[config.mk]
export PLATFORM = sky130hd
export DESIGN_NAME = fetch_queue_flat
export DESIGN_NICKNAME = d
export VERILOG_FILES = /design/src/rtl/fetch_pkg.sv /design/src/rtl/fetch_queue_if.sv /design/src/rtl/fetch_fifo.sv /design/src/rtl/fetch_queue.sv /design/src/flat_wrapper.sv
export SDC_FILE = /design/constraint.sdc
export NUM_CORES = 1
export LEC_CHECK = 0
export BUFFER_PORTS_ARGS = -buffer_cell sky130_fd_sc_hd__buf_2
export CAP_MARGIN = 10
export CORE_AREA = 2 2 164 166
export CTS_CLUSTER_SIZE = 8
export DETAILED_ROUTE_END_ITERATION = 10
export DIE_AREA = 0 0 166 168
export PLACE_DENSITY_LB_ADDON = 0.05
export SLEW_MARGIN = 0
export SYNTH_ARGS = -nofsm -noshare
export SYNTH_HDL_FRONTEND = slang
export SYNTH_SLANG_ARGS = --single-unit
[constraint.sdc]
create_clock -name clk -period 5.7 [get_ports clk]
set_clock_uncertainty 0.2 [all_clocks]
set_input_delay 1.14 -clock clk [delete_from_list [all_inputs] [get_ports clk]]
set_output_delay 1.14 -clock clk [all_outputs]
set_load 0.03 [all_outputs]
[src/rtl/fetch_pkg.sv]
// Shared types for the instruction prefetch stage: FSM states and queue entry layout.
package fetch_pkg;

   localparam int FETCH_DW    = 32;
   localparam int INSTR_BYTES = 4;

   typedef enum logic [1:0] {
      IDLE    = 2'd0,
      WAIT    = 2'd1,
      DISCARD = 2'd2
   } fetch_state_e;

   typedef struct packed {
      logic [FETCH_DW-1:0] pc;
      logic [FETCH_DW-1:0] instr;
   } fetch_entry_t;

endpackage

[src/rtl/fetch_queue_if.sv]
// Fetch-side bundle: instruction memory request/response, decode handshake and redirect.
interface fetch_queue_if #(
   parameter int DW = 32,
   parameter int CW = 3
);
   logic          redirect_i;
   logic [DW-1:0] redirect_pc_i;
   logic          imem_req_o;
   logic [DW-1:0] imem_addr_o;
   logic          imem_rvalid_i;
   logic [DW-1:0] imem_rdata_i;
   logic          instr_valid_o;
   logic [DW-1:0] instr_o;
   logic [DW-1:0] instr_pc_o;
   logic          instr_ready_i;
   logic [CW-1:0] count_o;

   modport master (
      input  redirect_i, redirect_pc_i, imem_rvalid_i, imem_rdata_i, instr_ready_i,
      output imem_req_o, imem_addr_o, instr_valid_o, instr_o, instr_pc_o, count_o
   );

   modport slave (
      output redirect_i, redirect_pc_i, imem_rvalid_i, imem_rdata_i, instr_ready_i,
      input  imem_req_o, imem_addr_o, instr_valid_o, instr_o, instr_pc_o, count_o
   );
endinterface

[src/rtl/fetch_fifo.sv]
// Small synchronous queue of {pc, instr} entries with flush; head holds its last value when empty.
module fetch_fifo
   import fetch_pkg::*;
#(
   parameter int DEPTH = 4
) (
   input  logic                         clk,
   input  logic                         rst,
   input  logic                         push,
   input  fetch_entry_t                 push_data,
   input  logic                         pop,
   input  logic                         flush,
   output fetch_entry_t                 head,
   output logic [$clog2(DEPTH+1)-1:0]   count
);
   localparam int CW = $clog2(DEPTH+1);
   localparam int PW = $clog2(DEPTH);

   fetch_entry_t  mem [DEPTH];
   fetch_entry_t  last_q;
   logic [PW-1:0] wr_ptr;
   logic [PW-1:0] rd_ptr;

   always_ff @(posedge clk) begin
      if (push && !flush) mem[wr_ptr] <= push_data;
   end

   always_ff @(posedge clk or posedge rst) begin
      if (rst) begin
         wr_ptr <= '0;
         rd_ptr <= '0;
         count  <= '0;
         last_q <= '0;
      end else begin
         last_q <= head;
         if (flush) begin
            wr_ptr <= '0;
            rd_ptr <= '0;
            count  <= '0;
         end else begin
            if (push) wr_ptr <= wr_ptr + PW'(1);
            if (pop)  rd_ptr <= rd_ptr + PW'(1);
            case ({push, pop})
               2'b10:   count <= count + CW'(1);
               2'b01:   count <= count - CW'(1);
               default: ;
            endcase
         end
      end
   end

   // last_q keeps the most recently presented head visible once the queue drains
   assign head = (count != '0) ? mem[rd_ptr] : last_q;

endmodule

[src/rtl/fetch_queue.sv]
// Instruction prefetch: sequential fetch with one outstanding request, queued results, redirect flush.
//   state   | meaning
//   IDLE    | no request outstanding
//   WAIT    | one request outstanding, response will be queued
//   DISCARD | one request outstanding, response belongs to a flushed path
module fetch_queue
   import fetch_pkg::*;
#(
   parameter int            DW       = 32,
   parameter int            DEPTH    = 4,
   parameter logic [DW-1:0] RESET_PC = '0
) (
   input  logic          clk,
   input  logic          rst,
   fetch_queue_if.master fq
);
   localparam int CW = $clog2(DEPTH+1);

   fetch_state_e  state_q, state_d;
   logic [DW-1:0] fetch_pc_q;
   logic [DW-1:0] req_pc_q;
   logic [CW-1:0] count;
   logic [CW:0]   occ_next;
   logic          push, pop, issue, space;
   fetch_entry_t  push_data, head;

   assign push     = (state_q == WAIT) && fq.imem_rvalid_i && !fq.redirect_i;
   assign occ_next = {1'b0, count} + {{CW{1'b0}}, push};
   // pop is left out on purpose so instr_ready_i never reaches imem_req_o
   assign space    = occ_next < (CW+1)'(DEPTH);
   assign issue    = !rst && !fq.redirect_i && space &&
                     ((state_q == IDLE) || ((state_q == WAIT) && fq.imem_rvalid_i));
   assign pop      = (count != '0) && fq.instr_ready_i && !fq.redirect_i;
   assign push_data = '{pc: req_pc_q, instr: fq.imem_rdata_i};

   always_comb begin
      state_d = state_q;
      case (state_q)
         IDLE: begin
            if (issue) state_d = WAIT;
         end
         WAIT: begin
            if (fq.redirect_i)         state_d = fq.imem_rvalid_i ? IDLE : DISCARD;
            else if (fq.imem_rvalid_i) state_d = issue ? WAIT : IDLE;
         end
         DISCARD: begin
            if (fq.imem_rvalid_i) state_d = IDLE;
         end
         default: state_d = IDLE;
      endcase
   end

   always_ff @(posedge clk or posedge rst) begin
      if (rst) begin
         state_q    <= IDLE;
         fetch_pc_q <= RESET_PC;
         req_pc_q   <= '0;
      end else begin
         state_q <= state_d;
         if (fq.redirect_i) begin
            fetch_pc_q <= fq.redirect_pc_i & ~DW'(INSTR_BYTES-1);
         end else if (issue) begin
            fetch_pc_q <= fetch_pc_q + DW'(INSTR_BYTES);
            req_pc_q   <= fetch_pc_q;
         end
      end
   end

   fetch_fifo #(.DEPTH(DEPTH)) u_fifo (
      .clk       (clk),
      .rst       (rst),
      .push      (push),
      .push_data (push_data),
      .pop       (pop),
      .flush     (fq.redirect_i),
      .head      (head),
      .count     (count)
   );

   assign fq.imem_req_o    = issue;
   assign fq.imem_addr_o   = issue ? fetch_pc_q : '0;
   assign fq.instr_valid_o = (count != '0);
   assign fq.instr_o       = head.instr;
   assign fq.instr_pc_o    = head.pc;
   assign fq.count_o       = count;

endmodule

[src/flat_wrapper.sv]
// flat-port wrapper written by rule: the top's interface ports become plain ports
module fetch_queue_flat import fetch_pkg::*;
#(
   parameter int            DW       = 32,
   parameter int            DEPTH    = 4,
   parameter logic [DW-1:0] RESET_PC = '0
)
  (clk, rst, fq_redirect_i, fq_redirect_pc_i, fq_imem_rvalid_i, fq_imem_rdata_i, fq_instr_ready_i, fq_imem_req_o, fq_imem_addr_o, fq_instr_valid_o, fq_instr_o, fq_instr_pc_o, fq_count_o);
  fetch_queue_if #(.DW(DW), .CW(($clog2(DEPTH+1)))) fq_i ();
  input  logic clk;
  input  logic rst;
  input wire logic [$bits(fq_i.redirect_i)-1:0] fq_redirect_i;
  input wire logic [$bits(fq_i.redirect_pc_i)-1:0] fq_redirect_pc_i;
  input wire logic [$bits(fq_i.imem_rvalid_i)-1:0] fq_imem_rvalid_i;
  input wire logic [$bits(fq_i.imem_rdata_i)-1:0] fq_imem_rdata_i;
  input wire logic [$bits(fq_i.instr_ready_i)-1:0] fq_instr_ready_i;
  output wire logic [$bits(fq_i.imem_req_o)-1:0] fq_imem_req_o;
  output wire logic [$bits(fq_i.imem_addr_o)-1:0] fq_imem_addr_o;
  output wire logic [$bits(fq_i.instr_valid_o)-1:0] fq_instr_valid_o;
  output wire logic [$bits(fq_i.instr_o)-1:0] fq_instr_o;
  output wire logic [$bits(fq_i.instr_pc_o)-1:0] fq_instr_pc_o;
  output wire logic [$bits(fq_i.count_o)-1:0] fq_count_o;
  assign fq_i.redirect_i = fq_redirect_i;
  assign fq_i.redirect_pc_i = fq_redirect_pc_i;
  assign fq_i.imem_rvalid_i = fq_imem_rvalid_i;
  assign fq_i.imem_rdata_i = fq_imem_rdata_i;
  assign fq_i.instr_ready_i = fq_instr_ready_i;
  assign fq_imem_req_o = fq_i.imem_req_o;
  assign fq_imem_addr_o = fq_i.imem_addr_o;
  assign fq_instr_valid_o = fq_i.instr_valid_o;
  assign fq_instr_o = fq_i.instr_o;
  assign fq_instr_pc_o = fq_i.instr_pc_o;
  assign fq_count_o = fq_i.count_o;
  fetch_queue #(.DW(DW), .DEPTH(DEPTH), .RESET_PC(RESET_PC)) u_core (.clk(clk), .rst(rst), .fq(fq_i));
endmodule
Word level (Yosys, flattened, before mapping)
Memories as Yosys holds them, arrays and structs flattened. Cells that the tools add are included.

Word-level logic and storage cells: 62. Memory bits (writable): 256. Input port bits: 69. Bits in registers: 137. Memories: 1. Output and inout port bits: 101.

Memories: u_core.u_fifo.mem (words 4, width 64, rd ports 1, clocked after Yosys merged registers in 0, wr ports 1, line fetch_fifo.sv:19) `fetch_entry_t mem [DEPTH];`.

Order comparisons: 1. Eq/ne operators: 7. Bitwise logic cells: 1. Muxes and demuxes: 19. Add/subtract/negate cells: 6. Reduce and logical (&&, ||, !) cells: 19.

Operators with widths (count): $mux W32 (3); $mux W64 (1); $add A32 B3 Y32 const B (1); $mux W2 (9); $logic_and A1 B1 Y1 (8); $pmux W2 S3 (1); $pmux W3 S2 (1); $reduce_bool A2 Y1 (3); $reduce_bool A3 Y1 (2); $add A2 B1 Y2 const B (2); $add A3 B1 Y4 (1); $eq A2 B1 Y1 const B (2); $eq A2 B2 Y1 const B (2); $lt A4 B3 Y1 const B (1); $add A3 B1 Y3 const B (1); $mux W1 (3); $mux W3 (1); $ne A3 B3 Y1 const B (1); $reduce_and A3 Y1 (1); $sub A3 B1 Y3 const B (1); $logic_not A1 Y1 (2); $logic_not A2 Y1 (1); $ne A2 B1 Y1 const B (1); $ne A2 B2 Y1 const B (1); 3 further kinds (3).

Longest topological paths before layout
Depth in word-level cells: 11. Mapped depth: 8. Depth with buffers taken out: 8.

Modules after synthesis
A second synthesis with hierarchy kept.

Cells, all modules: 835. Area total of the unflattened synthesis: 15104.5 um^2.

Modules (own cells, without submodules): fetch_fifo (cells each 511, area each 12017.8 um^2, times used 1, seq. area each 9464.1 um^2); fetch_queue (cells each 324, area each 3086.7 um^2, times used 1, seq. area each 1551.5 um^2).

Worst setup path before layout
OpenSTA, ideal clock, no wires.

Kind: input to register. From: input fq_redirect_i. To: memory u_core.u_fifo.mem[0][0] in the netlist's numbering (enable). Data required time: 5073 ps. Slack: 1874 ps. Setup time: 427 ps. Stages: 4. Path buffers: 2. Data arrival time: 3200 ps. Cells stage by stage: clkbuf_1 > clkbuf_1 > nor2_1 > and2_1.

Longest elaborated chain between the ends: 5.

RTL lines: start: declaration (line flat_wrapper.sv:12) `input wire logic [$bits(fq_i.redirect_i)-1:0] fq_redirect_i;`; $logic_not A1 Y1 * (line fetch_fifo.sv:25, fetch_queue.sv:27); $logic_and A1 B1 Y1 (line fetch_queue.sv:27) `assign push = (state_q == WAIT) && fq.imem_rvalid_i && !fq.redirect_i;`; $logic_and A1 B1 Y1 * (line fetch_fifo.sv:25) `if (push && !flush) mem[wr_ptr] <= push_data;`; $mux W1 * (line fetch_fifo.sv:25); $mux W1 (implied by the code) * (line fetch_fifo.sv:25); end: declaration (line fetch_fifo.sv:19).

Every way passes the cells marked *; elsewhere a longest branch is shown, timed or not.

Final worst setup path
From: input fq_redirect_i. To: output fq_imem_addr_o[23].

Longest elaborated chain between the ends: 7. Elaborated cells between the ends (all ways): 8. Classes of those cells: add/sub: 1; order compare: 1; mux: 1; reduce/logical: 5.

RTL lines: $logic_not A1 Y1 * (line fetch_queue.sv:27, fetch_queue.sv:31); $logic_and A1 B1 Y1 (line fetch_queue.sv:27); $add A3 B1 Y4 (line fetch_queue.sv:28) `assign occ_next = {1'b0, count} + {{CW{1'b0}}, push};`; $lt A4 B3 Y1 (line fetch_queue.sv:30) `assign space = occ_next < (CW+1)'(DEPTH);`; $logic_and A1 B1 Y1 * (2 in a row) (line fetch_queue.sv:31) `assign issue = !rst && !fq.redirect_i && space &&`; $mux W32 * (line fetch_queue.sv:81) `assign fq.imem_addr_o = issue ? fetch_pc_q : '0;`; end: declaration (line flat_wrapper.sv:18) `output wire logic [$bits(fq_i.imem_addr_o)-1:0] fq_imem_addr_o;`.

Marked as above.

==> metrics list <==
- Initial antenna violation count: 0
- Total power draw: 9.60 mW
* Type of the worst setup path: input port to output pin
* Die footprint: 27900 µm²
* H-tree depth: 2
* Detailed Routing Iterations Pass 1: 5
- # nets final: 1217
- Gates resized during post-CTS repair numbered 0.
* Crit-path max FO: 45
- The core region is 26400 µm².
- Final-report setup violation count: 0
- The synthesized design contains 248 enable-type register cells.
- In this run, placement finished with an instance count of 1428.
* Synth Instances: 968
* Smallest setup slack after layout: 1320 ps
- Detailed-route DRC error count: 0
* Type of origin of the critical path: input port
- The tree is rooted in a sky130_fd_sc_hd__clkbuf_16.
- Part of the Yosys area used for sequential elements: 72.5%
* Worst hold path type: flip-flop to flip-flop
- Proportion of layout cells with a drive suffix above 1: 25.8%
* Min Hold Slack: 253 ps
- Compared with the post-synthesis result, the final layout area differs by 17.6%.
- YS warnings: 0
- Library cell with the largest summed area after synthesis: sky130_fd_sc_hd__edfxtp_1
* Count of filler cells inserted in the layout: 1952
- The max-slew violation count came to 0.
* Post-route non-filler standard cell count: 1525
- Routed length per instance: 19.9 µm
* Vias in the first global route: 8641
- Final HPWL from detailed placement: 16.9 mm
* Clk_lat worst skew: 530 ps
- TritonCTS built the clock tree.
- Count of standard-cell rows: 60
- IR analysis of the VDD net gives a maximum drop of 0.357 mV.
* Final Wtd Congestion: 0.795
* Sequential cell area: 10800 µm²
- Post-route core utilization: 66.3%
- Static timing analysis puts the maximum clock frequency at 228 MHz.
- Post-CTS timing repair inserted 0 buffers for setup.
- Headroom to the max-slew limit came out at 29.5%.
- In this run, the number of DRC markers left after iteration 0 of detailed routing was 537.
- For the worst flop-to-flop path, the logic depth is 9.
- Setup repair after global routing left no endpoint under its margin.
- Among all flip-flop cells after synthesis, the most frequent one is sky130_fd_sc_hd__edfxtp_1.
- STA classifies the critical path endpoint as an output pin.
- # hold bufs at CTS: 0
- The netlist uses 54 different library cells.
* Aggregate negative setup slack: 0 ps
- Area after detailed placement: 16000 µm²
- Static Leakage: 7.09 nW
* Top-Level Pins: 170
- The routed layout has 8560 vias.
* Tcrit/Tclk final: 76.8%
- Max-cap violations in this run came to 0.
- Number of synthesized register bits: 381
* Worst Path Required: 4360 ps
- Die boundary height: 168 µm
- The count of nets left with antenna violations once routing finished came out at 0.
* Post-synthesis cell area: 14900 µm²
* Data arrival time of the worst path: 3040 ps
- Worst hold path depth: 2
- The longest clock path from root to sink contains 3 buffers.
- In this run, CTS created clock tree buffers numbering 53.
- Entering global routing, the biggest net connects 99 pins.
- Global routing used 22.1% of the available tracks.
* Number of clock sinks seen by CTS: 381
* Fraction of registers with async set/reset: 34.9%
* Combined area of the multi-input logic cells: 3830 µm²
* Design area: 17500 µm²
* Top-area cell type share of the netlist area: 50.1%
* Overflow left after global routing: 0
- Clock-pin slew on the worst setup and hold paths: 40 ps
- Area contributors post-synth: sky130_fd_sc_hd__edfxtp_1 50%, sky130_fd_sc_hd__dfrtp_1 22%, sky130_fd_sc_hd__mux4_2 9.4%
- At the pin with the least slew margin, the transition time is 1060 ps.
- At the placement stage, the worst setup path has a slack of 1310 ps.
- Initial cell density of the core: 56.4%
- Result of the run: completed
* First-pass GRT wire length: 48.3 mm
- Input/output buffers: 165
- Power spread over the standard cell area amounts to 549 nW/µm².
* Chip Width: 166 µm
- Drt via density: 5.61
- Total wire length: 30.4 mm
* Syn_area_per_cell: 15.4 µm²
* Final count of hold timing violations: 0
* Minimum clock period: 4380 ps
* Final antenna diode count: 0
## critical path, cell delays in order
cell	delay [ps]
sky130_fd_sc_hd__buf_2	110
sky130_fd_sc_hd__nor4_1	440
sky130_fd_sc_hd__o221ai_4	180
sky130_fd_sc_hd__inv_2	610
sky130_fd_sc_hd__nand2_1	240
sky130_fd_sc_hd__inv_1	120
sky130_fd_sc_hd__buf_2	200
## power by group
group	leakage (nW)	internal [mW]	switching (mW)
logic	2.48	0.939	2.05
clock network	0.708	1.73	1.06
registers	3.90	3.46	0.355
total	7.09	6.13	3.46
## area by class of cell
type | count | share of cell area, %
inverters | 14 | 0.329
multi-input cells | 521 | 21.9
clock inverters | 1 | 0.0286
clock buffers | 96 | 8.51
well taps | 341 | 2.44
flip-flops and latches | 381 | 61.7
repair buffers | 171 | 5.06
## flip-flops by register name, indices dropped and copies added, names as in the netlist
name                  count
u_core.u_fifo.mem       248
u_core.u_fifo.last_q     64
u_core.fetch_pc_q        30
u_core.req_pc_q          30
u_core.u_fifo.count       3
u_core.state_q            2
u_core.u_fifo.rd_ptr      2
u_core.u_fifo.wr_ptr      2
## routing by layer
layer / share of wire, % / global-route usage (%) / vias up
met2: 48 / 36.4 / 264
met5: 0 / 0 / -
li1: - / - / 3942
met1: 44 / 31.3 / 4311
met4: 1.7 / 5.48 / 0
met3: 5.7 / 4.04 / 43
## cell usage in the layout (no fill, tap or decap), drive strengths merged, types with 7 or more instances in the layout
| cell | netlist | final |
|---|---|---|
| o211ai | 7 | 7 |
| dfrtp | 133 | 133 |
| buf | 27 | 171 |
| nand2 | 236 | 236 |
| and2 | 29 | 29 |
| nand4 | 10 | 10 |
| clkbuf | 26 | 96 |
| o311ai | 9 | 9 |
| a21o | 28 | 28 |
| nand3 | 17 | 17 |
| edfxtp | 248 | 248 |
| a21oi | 7 | 7 |
| mux4 | 62 | 62 |
| o21ai | 23 | 23 |
| inv | 14 | 14 |
| nor2 | 20 | 20 |
## logic make-up (layout without fill, tap and decap cells)
| logic type | after synthesis | count (layout) | synth area share, % |
|---|---|---|---|
| xor gates and xnor gates | 7 | 7 | 0.413 |
| adders and majority gates | 6 | 6 | 0.556 |
| buffers and inverters | 67 | 282 | 1.94 |
| and+or+nand+nor | 347 | 347 | 10.5 |
| DFF | 381 | 381 | 72.5 |
| AOI/OAI and AO/OA | 93 | 93 | 4.36 |
| muxes | 66 | 66 | 9.66 |
| other | 1 | 2 | 0.0252 |
## Yosys cell counts (all sizes together), types with 10 or more instances
| master | instances |
|---|---|
| o21ai | 23 |
| edfxtp | 248 |
| nand2 | 236 |
| and2 | 29 |
| buf | 27 |
| inv | 14 |
| nand3 | 17 |
| a21o | 28 |
| dfrtp | 133 |
| nor2 | 20 |
| mux4 | 62 |
| nand4 | 10 |
| clkbuf | 26 |
## path summary, 6_finish.rpt
kind / endpoint / startpoint / slack (ps)
min in group asynchronous: u_core.fetch_pc_q[25] / rst / 640
setup reg to reg: u_core.u_fifo.count[2] / u_core.u_fifo.count[0] / 2530
max in group asynchronous: u_core.fetch_pc_q[13] / rst / 3540
hold reg to reg: u_core.u_fifo.last_q[25] / u_core.u_fifo.last_q[25] / 250
hold / removal: u_core.u_fifo.last_q[25] / u_core.u_fifo.last_q[25] / 250
setup / recovery: fq_imem_addr_o[23] / fq_redirect_i / 1320
(Power assumes the default switching activity.)
